### src/rtl/tempo_controller_if.sv
// tempo_controller_if: raw speed buttons in, speed level and tick enables out.
interface tempo_controller_if #(
  parameter int LW = 2
);
  logic          speedup;
  logic          speeddown;
  logic [LW-1:0] level;
  logic          at_max;
  logic          at_min;
  logic          play_tick;
  logic          led_tick;
  modport master (output speedup, speeddown, input level, at_max, at_min, play_tick, led_tick);
  modport slave (input speedup, speeddown, output level, at_max, at_min, play_tick, led_tick);
endinterface

### src/rtl/tempo_controller.sv
// tempo_controller: debounced faster/slower buttons drive a saturating speed level and per-channel tick enables.
// Define TEMPO_AUTO_REPEAT_EN to make held buttons auto-repeat their step.
module tempo_controller #(
  parameter int NUM_LEVELS    = 3,
  parameter int DEFAULT_LEVEL = 1,
  parameter int PLAY_EXP_SLOW = 23,
  parameter int LED_EXP_SLOW  = 25,
  parameter int DEBOUNCE_LEN  = 4,
  parameter int REPEAT_DELAY  = 2**26,
  parameter int REPEAT_PERIOD = 2**24,
  localparam int LW = NUM_LEVELS > 1 ? $clog2(NUM_LEVELS) : 1
) (
  input logic clk,
  input logic rst,
  tempo_controller_if.slave bus
);
  localparam int DW = DEBOUNCE_LEN > 1 ? $clog2(DEBOUNCE_LEN + 1) : 1;
  localparam logic [LW-1:0] MAX_L = LW'(NUM_LEVELS - 1);

  if (NUM_LEVELS < 2 || DEFAULT_LEVEL >= NUM_LEVELS || PLAY_EXP_SLOW < NUM_LEVELS ||
      LED_EXP_SLOW < NUM_LEVELS || DEBOUNCE_LEN < 1 || REPEAT_DELAY < 1 || REPEAT_PERIOD < 1) begin : g_bad
    $error("tempo_controller: illegal parameter set");
  end

  // bit 0 is the speedup button, bit 1 speeddown
  logic [1:0]         raw, sync1_q, sync2_q, db_q, db_dly_q, step_q, step_d, deb_hit, req;
  logic [1:0][DW-1:0] deb_q;
  logic [LW-1:0]      level_q, level_d;

  assign raw     = {bus.speeddown, bus.speedup};
  assign step_d  = db_q & ~db_dly_q;
  assign deb_hit = {sync2_q[1] != db_q[1] && deb_q[1] == DW'(DEBOUNCE_LEN - 1),
                    sync2_q[0] != db_q[0] && deb_q[0] == DW'(DEBOUNCE_LEN - 1)};

  always_ff @(posedge clk or posedge rst)
    if (rst) begin
      sync1_q  <= '0;
      sync2_q  <= '0;
      db_q     <= '0;
      db_dly_q <= '0;
      step_q   <= '0;
      deb_q    <= '0;
    end else begin
      sync1_q  <= raw;
      sync2_q  <= sync1_q;
      db_dly_q <= db_q;
      step_q   <= step_d;
      db_q     <= db_q ^ deb_hit;
      for (int b = 0; b < 2; b++)
        deb_q[b] <= sync2_q[b] == db_q[b] || deb_hit[b] ? '0 : deb_q[b] + 1'b1;
    end

`ifdef TEMPO_AUTO_REPEAT_EN
  localparam int RMAX = REPEAT_DELAY > REPEAT_PERIOD ? REPEAT_DELAY : REPEAT_PERIOD;
  localparam int RW   = RMAX > 1 ? $clog2(RMAX) : 1;
  logic [1:0]         held, armed_q, first_q, rep_q, rep_d;
  logic [1:0][RW-1:0] rpt_q;
  // a button only repeats while it alone is held; armed drops for good on release or conflict
  assign held  = db_q & ~{db_q[0], db_q[1]};
  assign rep_d = {armed_q[1] && held[1] && rpt_q[1] == RW'((first_q[1] ? REPEAT_DELAY : REPEAT_PERIOD) - 1),
                  armed_q[0] && held[0] && rpt_q[0] == RW'((first_q[0] ? REPEAT_DELAY : REPEAT_PERIOD) - 1)};
  always_ff @(posedge clk or posedge rst)
    if (rst) begin
      rpt_q   <= '0;
      armed_q <= '0;
      first_q <= '0;
      rep_q   <= '0;
    end else begin
      armed_q <= held & (armed_q | step_d);
      first_q <= step_d | (first_q & ~rep_d);
      rep_q   <= rep_d;
      for (int b = 0; b < 2; b++)
        rpt_q[b] <= !held[b] || step_d[b] || rep_d[b] ? '0 : rpt_q[b] + 1'b1;
    end
  assign req = step_q | rep_q;
`else
  assign req = step_q;
`endif

  always_comb
    level_d = req == 2'b01 && level_q != MAX_L ? level_q + 1'b1 :
              req == 2'b10 && level_q != '0    ? level_q - 1'b1 : level_q;

  always_ff @(posedge clk or posedge rst)
    if (rst) level_q <= LW'(DEFAULT_LEVEL);
    else level_q <= level_d;

  // the reload value is sampled only at the tick, so a period in progress is never cut short
  for (genvar c = 0; c < 2; c++) begin : g_tick
    localparam int EXP = c == 0 ? PLAY_EXP_SLOW : LED_EXP_SLOW;
    logic [EXP-1:0] cnt_q;
    logic           tick;
    assign tick = cnt_q == '0;
    always_ff @(posedge clk or posedge rst)
      if (rst) cnt_q <= {EXP{1'b1}} >> DEFAULT_LEVEL;
      else cnt_q <= tick ? {EXP{1'b1}} >> level_q : cnt_q - 1'b1;
  end

  assign bus.level     = level_q;
  assign bus.at_max    = level_q == MAX_L;
  assign bus.at_min    = level_q == '0;
  assign bus.play_tick = g_tick[0].tick;
  assign bus.led_tick  = g_tick[1].tick;
endmodule

### src/flat_wrapper.sv
// flat-port wrapper written by rule: the top's interface ports become plain ports
module tempo_controller_flat 
#(
  parameter int NUM_LEVELS    = 3,
  parameter int DEFAULT_LEVEL = 1,
  parameter int PLAY_EXP_SLOW = 23,
  parameter int LED_EXP_SLOW  = 25,
  parameter int DEBOUNCE_LEN  = 4,
  parameter int REPEAT_DELAY  = 2**26,
  parameter int REPEAT_PERIOD = 2**24,
  localparam int LW = NUM_LEVELS > 1 ? $clog2(NUM_LEVELS) : 1
)
  (clk, rst, bus_speedup, bus_speeddown, bus_level, bus_at_max, bus_at_min, bus_play_tick, bus_led_tick);
  tempo_controller_if #(.LW(2)) bus_i ();
  input logic clk;
  input logic rst;
  input wire logic [$bits(bus_i.speedup)-1:0] bus_speedup;
  input wire logic [$bits(bus_i.speeddown)-1:0] bus_speeddown;
  output wire logic [$bits(bus_i.level)-1:0] bus_level;
  output wire logic [$bits(bus_i.at_max)-1:0] bus_at_max;
  output wire logic [$bits(bus_i.at_min)-1:0] bus_at_min;
  output wire logic [$bits(bus_i.play_tick)-1:0] bus_play_tick;
  output wire logic [$bits(bus_i.led_tick)-1:0] bus_led_tick;
  assign bus_i.speedup = bus_speedup;
  assign bus_i.speeddown = bus_speeddown;
  assign bus_level = bus_i.level;
  assign bus_at_max = bus_i.at_max;
  assign bus_at_min = bus_i.at_min;
  assign bus_play_tick = bus_i.play_tick;
  assign bus_led_tick = bus_i.led_tick;
  tempo_controller #(.NUM_LEVELS(NUM_LEVELS), .DEFAULT_LEVEL(DEFAULT_LEVEL), .PLAY_EXP_SLOW(PLAY_EXP_SLOW), .LED_EXP_SLOW(LED_EXP_SLOW), .DEBOUNCE_LEN(DEBOUNCE_LEN), .REPEAT_DELAY(REPEAT_DELAY), .REPEAT_PERIOD(REPEAT_PERIOD)) u_core (.clk(clk), .rst(rst), .bus(bus_i));
endmodule
### config.mk
export PLATFORM = sky130hd
export DESIGN_NAME = tempo_controller_flat
export DESIGN_NICKNAME = d
export VERILOG_FILES = /design/src/rtl/tempo_controller_if.sv /design/src/rtl/tempo_controller.sv /design/src/flat_wrapper.sv
export SDC_FILE = /design/constraint.sdc
export NUM_CORES = 1
export LEC_CHECK = 0
export CORE_MARGIN = 3
export CORE_UTILIZATION = 50
export DETAILED_ROUTE_END_ITERATION = 7
export GPL_TIMING_DRIVEN = 0
export PLACE_DENSITY_LB_ADDON = 0.2
export RECOVER_POWER = 50
export SLEW_MARGIN = 10
export SYNTH_ARGS = -nofsm -noshare
export SYNTH_HDL_FRONTEND = slang
export SYNTH_SLANG_ARGS = --single-unit
### constraint.sdc
create_clock -name clk -period 6.65 [get_ports clk]
set_clock_uncertainty 0.15 [all_clocks]
set_input_delay 0.665 -clock clk [delete_from_list [all_inputs] [get_ports clk]]
set_output_delay 0.665 -clock clk [all_outputs]
set_load 0.005 [all_outputs]
# After elaboration in Yosys (flattened, before gate mapping)

Cells that the tools add are included.

Bitwise operators: 3
Multiplexer cells: 6
Reduce and logical (&&, ||, !) cells: 11
Eq/ne operators: 10
Shift-type cells: 2
Add/subtract/negate cells: 6

Operator list:

| cell                                                                   | number |
|---|---|
| 25-bit zero test                                                       | 1 |
| 25-bit two-way mux                                                     | 1 |
| 25-bit by 2-bit right shift with 25-bit output (first input constant)  | 1 |
| 25-bit by 1-bit subtractor with 25-bit output (second input constant)  | 1 |
| 23-bit zero test                                                       | 1 |
| 23-bit two-way mux                                                     | 1 |
| 23-bit by 2-bit right shift with 23-bit output (first input constant)  | 1 |
| 23-bit by 1-bit subtractor with 23-bit output (second input constant)  | 1 |
| 3-bit by 1-bit adder with 3-bit output (second input constant)         | 2 |
| 3-bit by 2-bit equality test with 1-bit output (second input constant) | 2 |
| 3-bit two-way mux                                                      | 2 |
| 2-bit equality test (second input constant)                            | 2 |
| 1-bit logical AND                                                      | 4 |
| 2-bit two-way mux                                                      | 2 |
| 2-bit nonzero test                                                     | 2 |
| 2-bit by 1-bit adder with 2-bit output (second input constant)         | 1 |
| 2-bit bitwise AND                                                      | 1 |
| 1-bit equality test                                                    | 2 |
| 2-bit by 1-bit equality test with 1-bit output (second input constant) | 1 |
| 2-bit zero test                                                        | 1 |
| 1-bit logical OR                                                       | 2 |
| 1-bit != test                                                          | 2 |
| 2-bit != test (second input constant)                                  | 1 |
| 2-bit inverter                                                         | 1 |
| 2 further kinds                                                        | 2 |

Bits of input ports: 4
Bits in registers: 66
Logic and storage cells: 48
Output and inout bits: 6

# Logic depth before layout (Yosys ltp)

Word-level depth: 4
Depth in mapped cells: 8
Gate-level depth less buffers: 7

# Worst setup path after synthesis

Ideal clock, no wire load.

Path kind: flip-flop to output port
From: register u_core.g_tick[1].cnt_q[10]
To: output bus_led_tick
Arrival: 1.962 ns
Data required time: 5.835 ns
Buffers on the path: 0
Stages on the path, launching flop included: 5
Path slack: 3.873 ns
Cell sequence: dfstp_2 or4_4 or4_4 or4_4 clkinv_4

Word-level cells in the longest chain between the ends: 1

RTL lines:

| what                     | line                   | source |
|---|---|---|
| start: declaration       | tempo_controller.sv:91 | `logic [EXP-1:0] cnt_q;` |
| start signal: assignment | tempo_controller.sv:95 | `if (rst) cnt_q <= {EXP{1'b1}} >> DEFAULT_LEVEL;` |
| start signal: assignment | tempo_controller.sv:96 | `else cnt_q <= tick ? {EXP{1'b1}} >> level_q : cnt_q - 1'b1;` |
| 25-bit zero test         | tempo_controller.sv:93 | `assign tick = cnt_q == '0;` |
| end: declaration         | flat_wrapper.sv:23     | `output wire logic [$bits(bus_i.led_tick)-1:0] bus_led_tick;` |

Every way passes these cells.

# Worst setup path in the final report

Same ends and word-level chain as after synthesis.

==> results <==
- The run finished, with violations left.
- The checks that failed: capacitance limit, slew limit.
- The clock tree synthesis step divided the H-tree into 3 levels.
- The area enclosed by the die boundary is 7040 um^2.
- The worst-case vdd ir drop is 0.240 mV.
- The synthesized net count is 291.
- For this block, the initial DRC count from the detailed router was 70.
- The number of rows created at floorplan is 27.
- For this run, design rule violations remaining after detail routing come to 0.
- The clock network burns 39.3% of the power.
- The switching fraction of total power is 25.8%.
- In this run, placement finished with an instance count of 361.
- The most common cell in the synthesized netlist is sky130_fd_sc_hd__dfstp_2.
- By area the synthesized netlist is led by sky130_fd_sc_hd__dfstp_2 (41%), sky130_fd_sc_hd__dfrtp_1 (16%), sky130_fd_sc_hd__xnor2_1 (5.5%).
- For this configuration, the core starts out at a cell density of 53.5%.
- Of the post-synthesis cell area, the dominant cell type holds 40.7%.
- The slowest stage of the critical path is the sky130_fd_sc_hd__or4_4 cell.
- The max-slew violation total from the final report is 67.
- In the synthesized netlist the dominant register cell turns out to be sky130_fd_sc_hd__dfstp_2.
- The area of all sequential standard cells is 1710 um^2.
- The number of enable flip-flop cells after synthesis is 0.
- The worst register-to-register path has a setup slack of 4060 ps.
- Along the worst path, the maximum fanout reaches 6.
- Total power for the finished layout comes to 0.964 mW.
- The residual antenna-violating net count after detailed routing is 0.
- The count of clock tree sinks is 66.
- The maximum number of pins on one net before global-route repair is 67.
- The buffer depth of the longest clock path is 2.
- The overflow left after global routing is 0.
- The critical path is of the flop to primary output type.
- The synthesized area is 3040 um^2.
- At the pin with the least slew margin, the transition time is 2800 ps.
- The number of gates resized after CTS is 0.
- The post-CTS clock slew at the launch and capture registers of the worst setup and hold paths is 80 ps.
- Ranked by instance count, the synthesized netlist is headed by sky130_fd_sc_hd__dfstp_2 (47), sky130_fd_sc_hd__nand2_1 (34), sky130_fd_sc_hd__nor2_1 (22).
- Port buffering added 9 buffers.
- The number of clock buffers added by TritonCTS is 9.
- The root cell of the clock tree is sky130_fd_sc_hd__clkbuf_8.
- The number of antenna violations at the first check in global routing was 0.
- The number of global-route vias before repair is 2,006.
- The final critical path time including I/O delays and setup is 3710 ps.
- For this design, the CTS-stage hold fixing added 0 buffers.
- The power density normalized to cell area is 280 nW/um^2.
- Counting both buffers and inverters, the worst setup path holds a total of 2.
- The final hold violation count is 0.
- TritonCTS built the clock tree.
- The number of instances in the synthesized netlist is 280.
- After filler insertion, the fill cell instance count of the layout stands at 476.
- On the final layout, the worst hold slack is 203 ps.
- The cell that appears most often on the critical path is sky130_fd_sc_hd__or4_4.
- The first TritonRoute pass finished after 4 iterations.
- The cell family with the largest share of critical-path delay is simple AND/OR/NAND/NOR gates.
- The final net count is 311.
- In the final layout, the multi-input gates occupy 1250 um^2.
- The proportion of register bits with asynchronous set or reset after synthesis is 100%.
- Buffers added to address setup during post-CTS repair amount to 0.
- Of the total power, registers draw 47.8%.
- The floorplan step set the die height to 83.9 um.
- Across the run, the number of max-cap violations was 1.
- The area of the core is 5680 um^2.
- The detailed router placed 2,001 vias in this run.
- The final routed wirelength across all metal layers is 5040 um.
- Routability-driven placement finished with a final weighted congestion of 0.811.
- The distinct cell type count after synthesis is 42.
- The fraction of final layout cells sized beyond drive strength 1 is 24.6%.
- The leading area contributor after synthesis is sky130_fd_sc_hd__dfstp_2.
- The number of standard cells in the layout, taps in and fillers out is 377.
- Yosys printed 0 warnings.
- Based on the critical path, the design can be clocked at up to 0.270 GHz.
- The relative contribution of combinational cells to total power is 12.8%.
- The final-layout setup total negative slack is 0 ps.
- The detailed-placement wirelength estimate is 3390 um.
- The per-instance average area after synthesis is 10.8 um^2.
- The sort of element at the start of the critical path is a flop.
- The final number of setup-violating endpoints is 0.
- In this run the horizontal extent of the chip is 83.9 um.
- The static power due to leakage is 1.28 nW.
- The average detailed-routed wire length per instance is 13.4 um.
- The antenna cell count is 0.
- The detail-routed via count per cell is 5.31.
- The share of the clock period used by the worst path after layout is 55.7%.
- Internal power comes to 0.715 mW.
- The data arrival at the endpoint of the critical path is 2890 ps.
- The headroom to the max-slew limit is -88.0%.
- On the worst path, the slowest cell contributes a delay of 560 ps.
- The insertion delay to the later sink of the worst-skew pair is 350 ps.
- STA puts the critical path data required time at 5830 ps.
- The layout overhead on the synthesized area is 13.4%.
- The critical path goes through or4_4 -> or4_4 -> or4_4 -> clkinv_4 -> clkdlybuf4s50_1.
- The tightest min-delay check is of the flop to flop type.
- The number of flip-flops and latches in the synthesized netlist is 66.
- The global-route usage over all layers is 16.3%.
- Setup repair after global routing left no endpoint under its margin.
- STA classifies the critical path endpoint as a primary output.
- After synthesis, flip-flops and latches occupy 56.3% of the total area.
- Pin placement for this block handled 10 I/O pins.
- In this run the power spent charging and discharging nets is 0.249 mW.
- The first global-routing pass estimated 9090 um of wire.
state kept, by name (all words and copies together) (netlist names), named ones only:
signal and cells:
u_core.g_tick.cnt_q 48, u_core.db_dly_q 2, u_core.bus.level 2, u_core.deb_q 6, u_core.req 2, u_core.sync2_q 2
u_core.sync1_q 2
final cells by class:
| class | instances | area share, % |
|---|---|---|
| Inverter | 11 | 1.38 |
| Sequential cell | 66 | 49.7 |
| Clock inverter | 7 | 2.98 |
| Buffer | 6 | 0.872 |
| Timing Repair Buffer | 9 | 2.62 |
| Clock buffer | 9 | 3.60 |
| Tap cell | 72 | 2.62 |
| Multi-Input combinational cell | 197 | 36.3 |
power groups by stage:
stage / Combinational, mW / Sequential (mW) / Clock (mW)
after global placement: 0.123 / 0.467 / 0
after CTS: 0.128 / 0.463 / 0.392
after detailed placement: 0.127 / 0.470 / 0
after global routing: 0.144 / 0.468 / 0.409
after floorplan: 0.0837 / 0.464 / 0
final: 0.124 / 0.461 / 0.379
layout by cell type, fill, tap and decap left out, drive strengths merged, types with 4 or more instances in the layout:
master         synthesis  layout
nor2                  22      22
nand4                  7       7
clkbuf                 4      13
or3                    5       5
mux2i                  4       4
ha                     7       7
nand2                 34      34
inv                   10      10
nor4                  14      14
o21ai                  8       8
clkdlybuf4s50          0       6
dfstp                 47      47
clkinv                 1       4
nand3                 11      11
xnor2                 19      19
nor2b                  7       7
or4                    4       4
dfrtp                 19      19
xor2                  13      13
nor3                  14      14
through the flow:
step | util (%) | setup WS (ps) | instance area, um^2
floorplan | - | 3870 | 3040
global placement | 56.7 | 3100 | 3220
detailed placement | 56.7 | 3310 | 3220
CTS | 60.7 | 2910 | 3450
global route | 60.7 | 2690 | 3440
finish | 60.7 | 2940 | 3440
worst paths after layout:
kind                                                 start                         end  cells past startpoint
worst min register to register           u_core.sync1_q[1]           u_core.sync2_q[1]                      0
max in group asynchronous                              rst           u_core.sync2_q[0]                      2
min in group asynchronous                              rst  u_core.g_tick[1].cnt_q[24]                      2
worst min-delay path                     u_core.sync1_q[1]           u_core.sync2_q[1]                      0
worst max register to register  u_core.g_tick[0].cnt_q[15]   u_core.g_tick[0].cnt_q[7]                      6
worst max-delay path            u_core.g_tick[1].cnt_q[10]                bus_led_tick                      5
cells by family after synthesis:
group | after synthesis | synth area share (%)
adder cells (fa/ha/maj) | 7 | 2.88
AND/OR/NAND/NOR | 131 | 22.5
flip-flops | 66 | 56.3
XOR/XNOR | 32 | 9.23
multiplexers | 6 | 2.06
buffers and inverters | 17 | 2.51
AO/OA/AOI/OAI | 21 | 4.45
routing by layer:
layer	global-route usage, %	vias up	wire length [um]
met4	9.06	0	132
met1	21.3	959	2500
met2	24.2	19	2260
li1	-	1011	-
met3	4.84	12	158
met5	0	-	0
No activity file was read; power rests on OpenSTA's default activity.
